--- src/rtl/instr_sequencer.sv ---
// Fetch/decode sequencer for the 8-bit W-register datapath: fetches 16-bit words, drives the ALU and owns the PC.
// Optional fetch watchdog enabled by defining SEQ_FETCH_TIMEOUT_EN.
module instr_sequencer #(
  parameter int              PC_W           = 17,
  parameter logic [PC_W-1:0] RESET_PC       = {PC_W{1'b0}},
  parameter int              TIMEOUT_CYCLES = 16
) (
  input  logic            clk,
  input  logic            reset,
  input  logic            run,
  input  logic            zero,
  output logic [PC_W-1:0] mem_addr,
  output logic            mem_req,
  input  logic            mem_ack,
  input  logic [15:0]     mem_data,
  output logic [3:0]      inst,
  output logic [7:0]      b,
  output logic            w_en,
  output logic            halted,
  output logic            err
);

  localparam logic [1:0] S_IDLE  = 2'd0;
  localparam logic [1:0] S_FETCH = 2'd1;
  localparam logic [1:0] S_EXEC  = 2'd2;
  localparam logic [1:0] S_HALT  = 2'd3;

  localparam logic [PC_W-1:0] PC_ONE = {{(PC_W-1){1'b0}}, 1'b1};
  localparam logic [PC_W-1:0] PC_TWO = {{(PC_W-2){1'b0}}, 2'b10};

  logic [1:0]      r_state;
  logic [PC_W-1:0] r_pc;
  logic [15:0]     r_word;
  logic            r_mem_req;
  logic [3:0]      r_inst;
  logic [7:0]      r_b;
  logic            r_w_en;
  logic            r_halted;
  logic [3:0]      w_op;
  logic [PC_W-1:0] w_pc_next;

`ifdef SEQ_FETCH_TIMEOUT_EN
  localparam int TMO_W = $clog2(TIMEOUT_CYCLES + 1);
  logic [TMO_W-1:0] r_tmo;
  logic             r_err;
  assign err = r_err;
`else
  assign err = 1'b0;
`endif

  assign mem_addr = r_pc;
  assign mem_req  = r_mem_req;
  assign inst     = r_inst;
  assign b        = r_b;
  assign w_en     = r_w_en;
  assign halted   = r_halted;
  assign w_op     = r_word[15:12];

  // Next PC for the instruction latched in r_word; zero is sampled during EXEC.
  always_comb begin
    w_pc_next = r_pc + PC_ONE;
    case (w_op)
      4'hD:    w_pc_next = r_pc;
      4'hE:    w_pc_next = zero ? (r_pc + PC_TWO) : (r_pc + PC_ONE);
      4'hF:    w_pc_next = {{(PC_W-12){1'b0}}, r_word[11:0]};
      default: w_pc_next = r_pc + PC_ONE;
    endcase
  end

  // Sequencer FSM; ALU outputs are decoded straight from mem_data on the ack edge.
  always_ff @(posedge clk or negedge reset) begin
    if (!reset) begin
      r_state   <= S_IDLE;
      r_pc      <= RESET_PC;
      r_word    <= 16'h0000;
      r_mem_req <= 1'b0;
      r_inst    <= 4'h0;
      r_b       <= 8'h00;
      r_w_en    <= 1'b0;
      r_halted  <= 1'b0;
`ifdef SEQ_FETCH_TIMEOUT_EN
      r_tmo     <= {TMO_W{1'b0}};
      r_err     <= 1'b0;
`endif
    end else begin
`ifdef SEQ_FETCH_TIMEOUT_EN
      if (r_state != S_FETCH) begin
        r_tmo <= {TMO_W{1'b0}};
      end
`endif
      case (r_state)
        S_IDLE: begin
          if (run) begin
            r_state   <= S_FETCH;
            r_mem_req <= 1'b1;
          end
        end
        S_FETCH: begin
          if (mem_ack) begin
            r_word    <= mem_data;
            r_mem_req <= 1'b0;
            r_state   <= S_EXEC;
            if (mem_data[15:12] <= 4'hA) begin
              r_inst <= mem_data[15:12];
              r_b    <= mem_data[7:0];
              r_w_en <= 1'b1;
            end
`ifdef SEQ_FETCH_TIMEOUT_EN
          end else if (r_tmo == TMO_W'(TIMEOUT_CYCLES - 1)) begin
            r_err     <= 1'b1;
            r_halted  <= 1'b1;
            r_mem_req <= 1'b0;
            r_state   <= S_HALT;
          end else begin
            r_tmo <= r_tmo + {{(TMO_W-1){1'b0}}, 1'b1};
`endif
          end
        end
        S_EXEC: begin
          r_w_en <= 1'b0;
          r_pc   <= w_pc_next;
          if (w_op == 4'hD) begin
            r_state  <= S_HALT;
            r_halted <= 1'b1;
          end else if (run) begin
            r_state   <= S_FETCH;
            r_mem_req <= 1'b1;
          end else begin
            r_state <= S_IDLE;
          end
        end
        S_HALT: begin
          r_mem_req <= 1'b0;
          r_halted  <= 1'b1;
        end
        default: begin
          r_state   <= S_IDLE;
          r_mem_req <= 1'b0;
        end
      endcase
    end
  end

endmodule

--- config.mk ---
export PLATFORM = sky130hd
export DESIGN_NAME = instr_sequencer
export DESIGN_NICKNAME = d
export VERILOG_FILES = /design/src/rtl/instr_sequencer.sv
export SDC_FILE = /design/constraint.sdc
export NUM_CORES = 1
export LEC_CHECK = 0
export BUFFER_PORTS_ARGS = -buffer_cell sky130_fd_sc_hd__buf_2
export CAP_MARGIN = 10
export CORE_ASPECT_RATIO = 1.75
export CORE_MARGIN = 3
export CORE_UTILIZATION = 30
export CTS_CLUSTER_DIAMETER = 40
export DETAILED_ROUTE_END_ITERATION = 6
export PLACE_DENSITY = 0.5
export RECOVER_POWER = 100
export SYNTH_ARGS = -nofsm -noshare
export SYNTH_HDL_FRONTEND = slang
export SYNTH_SLANG_ARGS = --single-unit
--- constraint.sdc ---
create_clock -name clk -period 3.7 [get_ports clk]
set_input_delay 0 -clock clk [delete_from_list [all_inputs] [get_ports clk]]
set_output_delay 0 -clock clk [all_outputs]
set_load 0.05 [all_outputs]
==> results of run 1 <==
[logic make-up (layout without fill, tap and decap cells)]
family	Yosys count	count (layout)	synth area share
AO/OA/AOI/OAI	85	85	0.201
AND/OR/NAND/NOR	81	81	0.144
flip-flops	50	50	0.445
buffers and inverters	30	93	0.0566
multiplexers	28	28	0.111
adder cells (fa/ha/maj)	7	7	0.0312
XOR/XNOR	3	3	0.00936
other	1	1	0.00134
[cell usage in the layout, fill, tap and decap left out, drive strengths merged, types with 11 or more instances in the layout]
master,count
a21oi,22
nand2,17
dfrtp,50
inv,13
nor2,21
clkbuf,39
dlygate4sd3,17
buf,22
nand3,11
o21ai,20
mux2,26
[metal layers]
metal  part of all wire  vias up  global-route usage  routed length, um
met2               0.56       58               0.293               4360
met4              0.021        0              0.0488                164
met5                  0        -                   0                  0
li1                   -     1169                   -                  -
met1               0.39     1172               0.177               3040
met3              0.033        8              0.0235                256
[synth_stat cells (2+ instances only)]
master	instances
inv_1	12
buf_2	10
o211ai_1	5
o21a_1	6
o221ai_1	2
o21ai_0	18
o21ai_1	2
xor2_1	2
nand4_1	8
a22oi_1	2
a31oi_1	4
a221oi_1	3
a21o_1	2
nor2_1	20
nor3_1	9
o31ai_1	6
nand2_1	16
mux2_2	26
ha_1	7
o22ai_1	2
nor4_1	2
buf_4	5
buf_6	2
mux2i_1	2
a311oi_1	2
dfrtp_1	50
a21oi_1	22
nand3_1	11
and3_1	2
nor2b_1	3
[what timing repair did]
item,in CTS,in global routing
buffers inserted,0,0
hold buffers,17,0
endpoints found under the hold margin,78,0
[sequential cells by signal, summed over array words and instances, names as in the netlist]
signal    cells
mem_req       1
r_state       2
mem_addr     17
inst          4
w_en          1
r_word       16
b             8
halted        1
[final timing paths]
kind | end | start | slack, ns
setup reg to reg | w_en | r_state[1] | 1.34
hold reg to reg | halted | halted | 0.49
hold / removal | r_state[0] | run | 0.06
setup / recovery | w_en | r_state[1] | 1.34
max in group asynchronous | r_word[0] | reset | 2.91
min in group asynchronous | mem_req | reset | 0.35
[worst register-to-register path: cells and delay by family, from the launching register on]
family | cells | cell delay [ns]
simple gates | 1 | 0.07
buf+inv | 3 | 1.15
flops | 1 | 0.42
compound gates | 3 | 0.43
fa+ha+maj | 1 | 0.23
[layout make-up]
class | count | area, um2 | area share
clock buffers | 5 | 125 | 0.0367
flip-flops and latches | 50 | 1250 | 0.367
clock inverters | 3 | 43.8 | 0.0128
multi-input cells | 205 | 1390 | 0.406
inverters | 12 | 45.0 | 0.0132
well taps | 120 | 150 | 0.0440
repair buffers | 73 | 413 | 0.121
[stage by stage]
step | setup slack, ns | hold slack, ns
after floorplan | 1.74 | -0.296
after CTS | 1.73 | 0.0565
after detailed placement | 1.75 | 0.159
after global placement | 1.76 | 0.152
after global routing | 1.04 | 0.0886
final | 1.34 | 0.0612
[power by group through the flow]
stage	registers [mW]	logic [mW]	clock network [mW]
after CTS	1.07	1.43	0.548
after global placement	1.07	1.40	0
after global routing	1.11	1.48	0.567
final	1.07	1.36	0.530
after detailed placement	1.07	1.41	0
after floorplan	1.41	0.730	0
==> results.md, run 1 <==
- Run status: completed
- Y dimension of the die: ~130 um
- Primary flip-flop cell chosen by synthesis mapping: dfrtp_1
- Max Clk Rate: 0.424 GHz
- FF+latch count, synth: 50
- Tcrit/Tclk final: 0.637
- Number of buffers on the longest clock path: 2
- Unique masters post-synth: 52
- Estimated wirelength of the detail-placed design: 5790 um
- CP Cell Sequence: inv_1 > ha_1 > nand2_1 > clkbuf_1 > a21oi_1 > buf_4 > o21ai_0 > o21a_1
- Global-route wire length before repair: 12900 um
- Placement Cell Area: 0.00314 mm2
- Vias in the first global route: 2490
- Family with the most delay on the worst path: buffers and inverters
- Final count of hold timing violations: 0
- Critical path peak fanout: 20
- Final TNS setup: 0 ns
- Combinational cell fraction of total power: 0.461
- Horizontal die dimension: 79.1 um
- Syn Std Cell Area: 0.00281 mm2
- Endpoint kind of the worst setup timing path: register
- Number of nets still failing antenna checks after routing: 0
- DR pass1 iterations: 4
- Nets@finish: 375
- Post-layout instance count excluding filler cells: ~470
- Synth top area share: 0.445
- Worst Hold Depth: 3
- Largest vdd supply drop: 0.484 mV
- Synthesized instance count: 285
- Count of pins over their slew limit: 0
- TritonCTS buffer count: 5
- Fin crit period: 2.36 ns
- DIE AREA: 0.0106 mm2
- Areal power density over the cells: 868 mW/mm2
- Core Util, Final: 0.375
- DRC violation total after the first TritonRoute iteration: 200
- Number of DRC violations after detailed routing: 0
- Vias after detailed routing: 2407
- Sequential group share of total power: 0.360
- Layout overhead on the synthesized area: 21.5%
- Worst path max stage delay: a little over 0.8 ns
- Buffers plus inverters on the worst setup path: 3
- Largest net degree at the start of global routing: a little over 50
- Leakage Power: 1.35 nW
- Syn_area_per_cell: just under 10 um2
- Switch Pwr: 1.44 mW
- Fin Clk Skew: 0.00329 ns
- Sw Ratio: 0.487
- Initial Utilization: 0.309
- Logic depth of the worst path, buffers included: 8
- Routed wirelength normalized by instance count: 16.7 um
- Proportion of synthesized chip area in sequential cells: 0.445
- Core outline area: 0.00909 mm2
- Final setup violating endpoints: 0
- Pint: 1.52 mW
- All-layer global routing usage: 0.156
- Root Buffer: clkbuf_16
- Insertion delay of the later-clocked pin in the worst-skew pair: 0.29 ns
- Register-to-Register Path Depth: 8
- Total nets after synthesis: approximately 310
- Top area cells in the synthesized netlist: dfrtp_1 45%, mux2_2 10%, a21oi_1 3.9%
- Diode insertion count for antenna repair: 0
- Total global routing overflow: 0
- CTS tree: built
- Crit path DAT: 2.59 ns
- Worst setup path category: reg2reg
- Worst-margin pin slew: 1.10 ns
- Level count of the clock H-tree: 2
- Number of antenna violations at the first check in global routing: 0
- Via density per instance: between 5 and 6
- Number of enable-type register cells in the synthesized netlist: 0
- CTS clk-pin slew, worst paths: ~0.07 ns
- Min-delay worst type: in2reg
- Detailed Route WL: around 7800 um
- Max stage delay cell, worst path: clkbuf_1
- Number of warning messages in the yosys log: 0
- # IOs: 54
- Clock share of power: 0.179
- Top cell type by total area after synthesis: dfrtp_1
- Global placer's final weighted congestion: 0.867
- Critical path required time: 3.93 ns
- Max-Slew Margin vs Limit: 0.266
- Post-route design area: 0.00341 mm2
- Post-cts repair resize count: 0
- Inst Count DP: 443
- Row Count: 46
- Element type at the critical path start: register
- Max-Cap Viols: 0
- RSZ-0062 raised after global routing: false
- Sinks on the clock net: 50
- Share of layout cells above drive strength 1: 0.175
- Ys async rst share: 1.00
- Count of buffers inserted at the top-level ports: 52
- Number of filler cells placed in the layout: ~1000
- Total power after layout: 2.96 mW
Note: power is estimated with default switching activity, not from simulation.
==> inputs of run 2 (changes only) <==
==> constraint.sdc (replaced) <==
create_clock -name clk -period 2.4 [get_ports clk]
set_input_delay 0 -clock clk [delete_from_list [all_inputs] [get_ports clk]]
set_output_delay 0 -clock clk [all_outputs]
set_load 0.05 [all_outputs]
==> results.md, run 2 (synthesis results as in run 1) <==
- Flip-flop count of the largest register after layout: 17
- Initial Utilization: 0.309
- CTS clk-pin slew, worst paths: about 0.07 ns
- Switch Pwr: about 2.2 mW
- Leakage Power: 1.35 nW
- Commonest cells after routing, fill and taps aside: 50 x dfrtp_1, 33 x clkbuf_1, 26 x mux2_2
- Horizontal die dimension: 79.1 um
- Routed wirelength normalized by instance count: 16.8 um
- CTS tree: built
- Level count of the clock H-tree: 2
- Endpoint kind of the worst setup timing path: register
- Root Buffer: clkbuf_16
- Estimated wirelength of the detail-placed design: between 6000 and 7000 um
- Sw Ratio: 0.487
- Max Clk Rate: 0.494 GHz
- # IOs: between 50 and 60
- Largest vdd supply drop: 0.658 mV
- Areal power density over the cells: approximately 1300 mW/mm2
- Nets@finish: 377
- Y dimension of the die: around 130 um
- Detailed Route WL: 7920 um
- Sequential group share of total power: 0.355
- Critical path peak fanout: 11
- Insertion delay of the later-clocked pin in the worst-skew pair: 0.29 ns
- Tcrit/Tclk final: 0.844
- Final TNS setup: 0 ns
- Count of pins over their slew limit: 0
- Share of layout cells above drive strength 1: 0.186
- Count of buffers inserted at the top-level ports: 52
- Via density per instance: 5.26
- Post-CTS repair timing setup buffer count: 0
- All-layer global routing usage: 0.152
- Critical path required time: 2.61 ns
- Post-cts repair resize count: 0
- Number of buffers on the longest clock path: 2
- Total power after layout: 4.59 mW
- Core Util, Final: 0.378
- DR pass1 iterations: 4
- DRC violation total after the first TritonRoute iteration: 120
- Vias after detailed routing: around 2500
- Worst-margin pin slew: roughly 0.96 ns
- DIE AREA: 0.0106 mm2
- Global-route wire length before repair: between 10000 and 15000 um
- Number of DRC violations after detailed routing: 0
- Diode insertion count for antenna repair: 0
- Final count of hold timing violations: 0
- Vias in the first global route: roughly 2500
- Pint: roughly 2.4 mW
- Number of antenna violations at the first check in global routing: 0
- Worst setup path category: reg2reg
- Number of nets still failing antenna checks after routing: 0
- Sinks on the clock net: 50
- Fin crit period: 2.02 ns
- Max-Cap Viols: 0
- Final setup violating endpoints: 0
- Clock share of power: 0.177
- Crit path DAT: about 2.2 ns
- Global placer's final weighted congestion: around 0.87
- Combinational cell fraction of total power: 0.468
- Total global routing overflow: 0
- Element type at the critical path start: register
- Largest net degree at the start of global routing: 39
- Min-delay worst type: in2reg
- CTS hold repair buffers: 17
- Max-Slew Margin vs Limit: 0.359
- Layout overhead on the synthesized area: 22.3%
- Fin Clk Skew: 0.00661 ns
- Most common library cell in the layout ignoring fill and taps: dfrtp_1
- RSZ-0062 raised after global routing: false
- Core outline area: 0.00909 mm2
- Row Count: 46
- TritonCTS buffer count: 5
- Run status: completed
run 2: layout make-up:
type / instances / area [um2]
fillers: 992 / 5660
multi-input cells: 205 / 1390
flip-flops and latches: 50 / 1250
repair buffers: 75 / 427
well taps: 120 / 150
clock buffers: 5 / 125
clock inverters: 3 / 45.0
inverters: 12 / 45.0
run 2: critical path, cell delays in order (launching register included):
cell,delay (ns)
dfrtp_1,0.59
nand3_1,0.24
or2_0,0.37
o22ai_1,0.37
nand3_1,0.15
o31ai_1,0.21
run 2: per-layer routing:
metal	share of wire	up-vias	global-route usage
li1	-	1173	-
met1	0.39	1205	0.163
met2	0.53	71	0.273
met3	0.032	24	0.0249
met4	0.048	0	0.0937
met5	0	-	0
run 2: path summary, 6_finish.rpt:
check | from | endpoint | slack, ns | cells after the start
worst max-delay path | mem_addr[3] | mem_addr[16] | 0.38 | 5
worst min-delay path | run | r_state[0] | 0.05 | 3
worst max register to register | mem_addr[3] | mem_addr[16] | 0.38 | 5
worst min register to register | mem_addr[16] | mem_addr[16] | 0.49 | 1
max in group asynchronous | reset | r_word[2] | 0.72 | 3
min in group asynchronous | reset | r_word[11] | 0.27 | 2
run 2: stage by stage:
step	hold slack (ns)	cell area, um2	cells	setup WS, ns
floorplan	-0.296	2810	285	0.441
global placement	-0.0916	3150	445	0.575
detailed placement	-0.0891	3150	445	0.537
CTS	0.0560	3490	470	0.514
global route	0.0639	3440	470	0.199
finish	0.0544	3440	470	0.375
run 2: power groups by stage:
stage	clock network [mW]	logic, mW	registers [mW]
floorplan	0	1.12	2.18
global placement	0	2.20	1.63
detailed placement	0	2.22	1.64
CTS	0.848	2.24	1.63
global route	0.877	2.31	1.69
finish	0.814	2.15	1.63
==> inputs of run 3 (changes only) <==
--- a/config.mk
+++ b/config.mk
@@ -12,7 +12,7 @@
 export CORE_UTILIZATION = 30
 export CTS_CLUSTER_DIAMETER = 40
 export DETAILED_ROUTE_END_ITERATION = 6
-export PLACE_DENSITY = 0.5
+export PLACE_DENSITY = 0.51
 export RECOVER_POWER = 100
 export SYNTH_ARGS = -nofsm -noshare
 export SYNTH_HDL_FRONTEND = slang
==> constraint.sdc (replaced) <==
create_clock -name clk -period 1.85 [get_ports clk]
set_input_delay 0 -clock clk [delete_from_list [all_inputs] [get_ports clk]]
set_output_delay 0 -clock clk [all_outputs]
set_load 0.05 [all_outputs]
==> results.md, run 3 (synthesis results as in run 1) <==
- Final TNS setup: 0 ns
- Commonest cells after routing, fill and taps aside: 47 x dfrtp_1, 35 x clkbuf_1, 26 x mux2_2
- Post-CTS repair timing setup buffer count: 0
- Number of filler cells placed in the layout: 950
- Endpoint kind of the worst setup timing path: register
- DR pass1 iterations: 5
- Final setup violating endpoints: 0
- Fin Clk Skew: 0.00327 ns
- Flip-flop count of the largest register after layout: 17
- Crit path DAT: 2.03 ns
- Max Clk Rate: about 0.56 GHz
- Max-Cap Viols: 0
- CTS clk-pin slew, worst paths: 0.07 ns
- Routed wirelength normalized by instance count: 16.4 um
- Min-delay worst type: in2reg
- All-layer global routing usage: 0.156
- RSZ-0062 raised after global routing: false
- Count of pins over their slew limit: 0
- Fin crit period: 1.80 ns
- Critical path peak fanout: 10
- Count of buffers inserted at the top-level ports: 52
- Share of layout cells above drive strength 1: 0.237
- Vias after detailed routing: 2550
- Number of nets still failing antenna checks after routing: 0
- Layout overhead on the synthesized area: 28.1%
- Most common library cell in the layout ignoring fill and taps: dfrtp_1
- Vias in the first global route: 2596
- TritonCTS buffer count: 5
- Detailed Route WL: 8010 um
- Global placer's final weighted congestion: around 0.84
- Horizontal die dimension: around 80 um
- # IOs: 54
- Final count of hold timing violations: 0
- Total power after layout: 6.18 mW
- Core Util, Final: 0.396
- Nets@finish: 394
- Largest vdd supply drop: 0.967 mV
- DRC violation total after the first TritonRoute iteration: 184
- Number of buffers on the longest clock path: 2
- Run status: completed
- Estimated wirelength of the detail-placed design: 6090 um
- Root Buffer: clkbuf_16
- Number of antenna violations at the first check in global routing: 0
- Max-Slew Margin vs Limit: 0.201
- Initial Utilization: 0.309
- Element type at the critical path start: register
- Total global routing overflow: 0
- Via density per instance: 5.24
- Number of DRC violations after detailed routing: 0
- Insertion delay of the later-clocked pin in the worst-skew pair: 0.29 ns
- DIE AREA: 0.0106 mm2
- Diode insertion count for antenna repair: 0
- Worst-margin pin slew: ~1.2 ns
- Leakage Power: 1.44 nW
- Largest net degree at the start of global routing: 33
- Areal power density over the cells: 1720 mW/mm2
- Worst setup path category: reg2reg
- Critical path required time: 2.08 ns
- Row Count: 46
- Global-route wire length before repair: 12800 um
- Level count of the clock H-tree: 2
- Sinks on the clock net: 50
- Y dimension of the die: ~130 um
- Core outline area: 0.00909 mm2
- Inst Count DP: roughly 460
- Post-layout instance count excluding filler cells: 487
- CTS tree: built
- Tcrit/Tclk final: 0.973
==> run 3: cell count changes in the layout (fill, tap and decap cells not counted), sizes merged <==
cell / before / now
buf: 22 / 38
clkbuf: 41 / 43
dlygate4sd3: 17 / 16
==> run 3: what timing repair did <==
item	4_1_cts	5_1_grt
setup endpoints to repair	0	3
resized for setup	0	3
hold buffers	16	0
hold endpoints to repair	44	0
==> run 3: where the power goes <==
| group | internal (mW) | switching, mW |
|---|---|---|
| Clock | 0.638 | 0.423 |
| Combinational | 1.01 | 2.12 |
| Sequential | 1.58 | 0.417 |
==> run 3: critical path, stage by stage, from the launching register on <==
cell and delay [ns]:
dfrtp_1 0.42, buf_4 0.19, o2111ai_2 0.36, nor2_1 0.11, o21a_1 0.19, a311oi_1 0.29, o32a_1 0.18
==> run 3: cell type report <==
class	instances	area [um2]	area share
Inverter	12	45.0	0.0125
Multi-Input combinational cell	205	1410	0.391
Clock buffer	5	125	0.0348
Sequential cell	50	1250	0.349
Clock inverter	3	45.0	0.0125
Tap cell	120	150	0.0417
Timing Repair Buffer	92	572	0.159
==> run 3: worst paths after layout <==
path	startpoint	to	slack, ns	cells past startpoint
worst max-delay path	mem_addr[0]	mem_addr[5]	0.05	6
worst min-delay path	mem_data[15]	inst[3]	0.01	2
worst max register to register	mem_addr[0]	mem_addr[5]	0.05	6
worst min register to register	halted	halted	0.49	2
max in group asynchronous	reset	mem_addr[3]	0.58	2
min in group asynchronous	reset	r_word[8]	0.47	2
==> run 3: stage by stage <==
stage                     area [um2]  worst slack (ns)  hold WS (ns)
final                           3600            0.0505       0.00974
after global routing            3600            0.0129        0.0161
after CTS                       3640            0.0864      0.000894
after detailed placement        3310             0.105      -0.00266
after global placement          3310            0.0746      -0.00612
after floorplan                 2810           0.00413        -0.296
==> run 3: routing by layer <==
metal | GRT usage | wire length [um] | part of all wire | vias to the layer above
met2 | 0.281 | 4320 | 0.54 | 79
met1 | 0.165 | 3010 | 0.38 | 1239
met4 | 0.0975 | 374 | 0.047 | 0
met3 | 0.0235 | 301 | 0.038 | 24
met5 | 0 | 0 | 0 | -
li1 | - | - | - | 1208
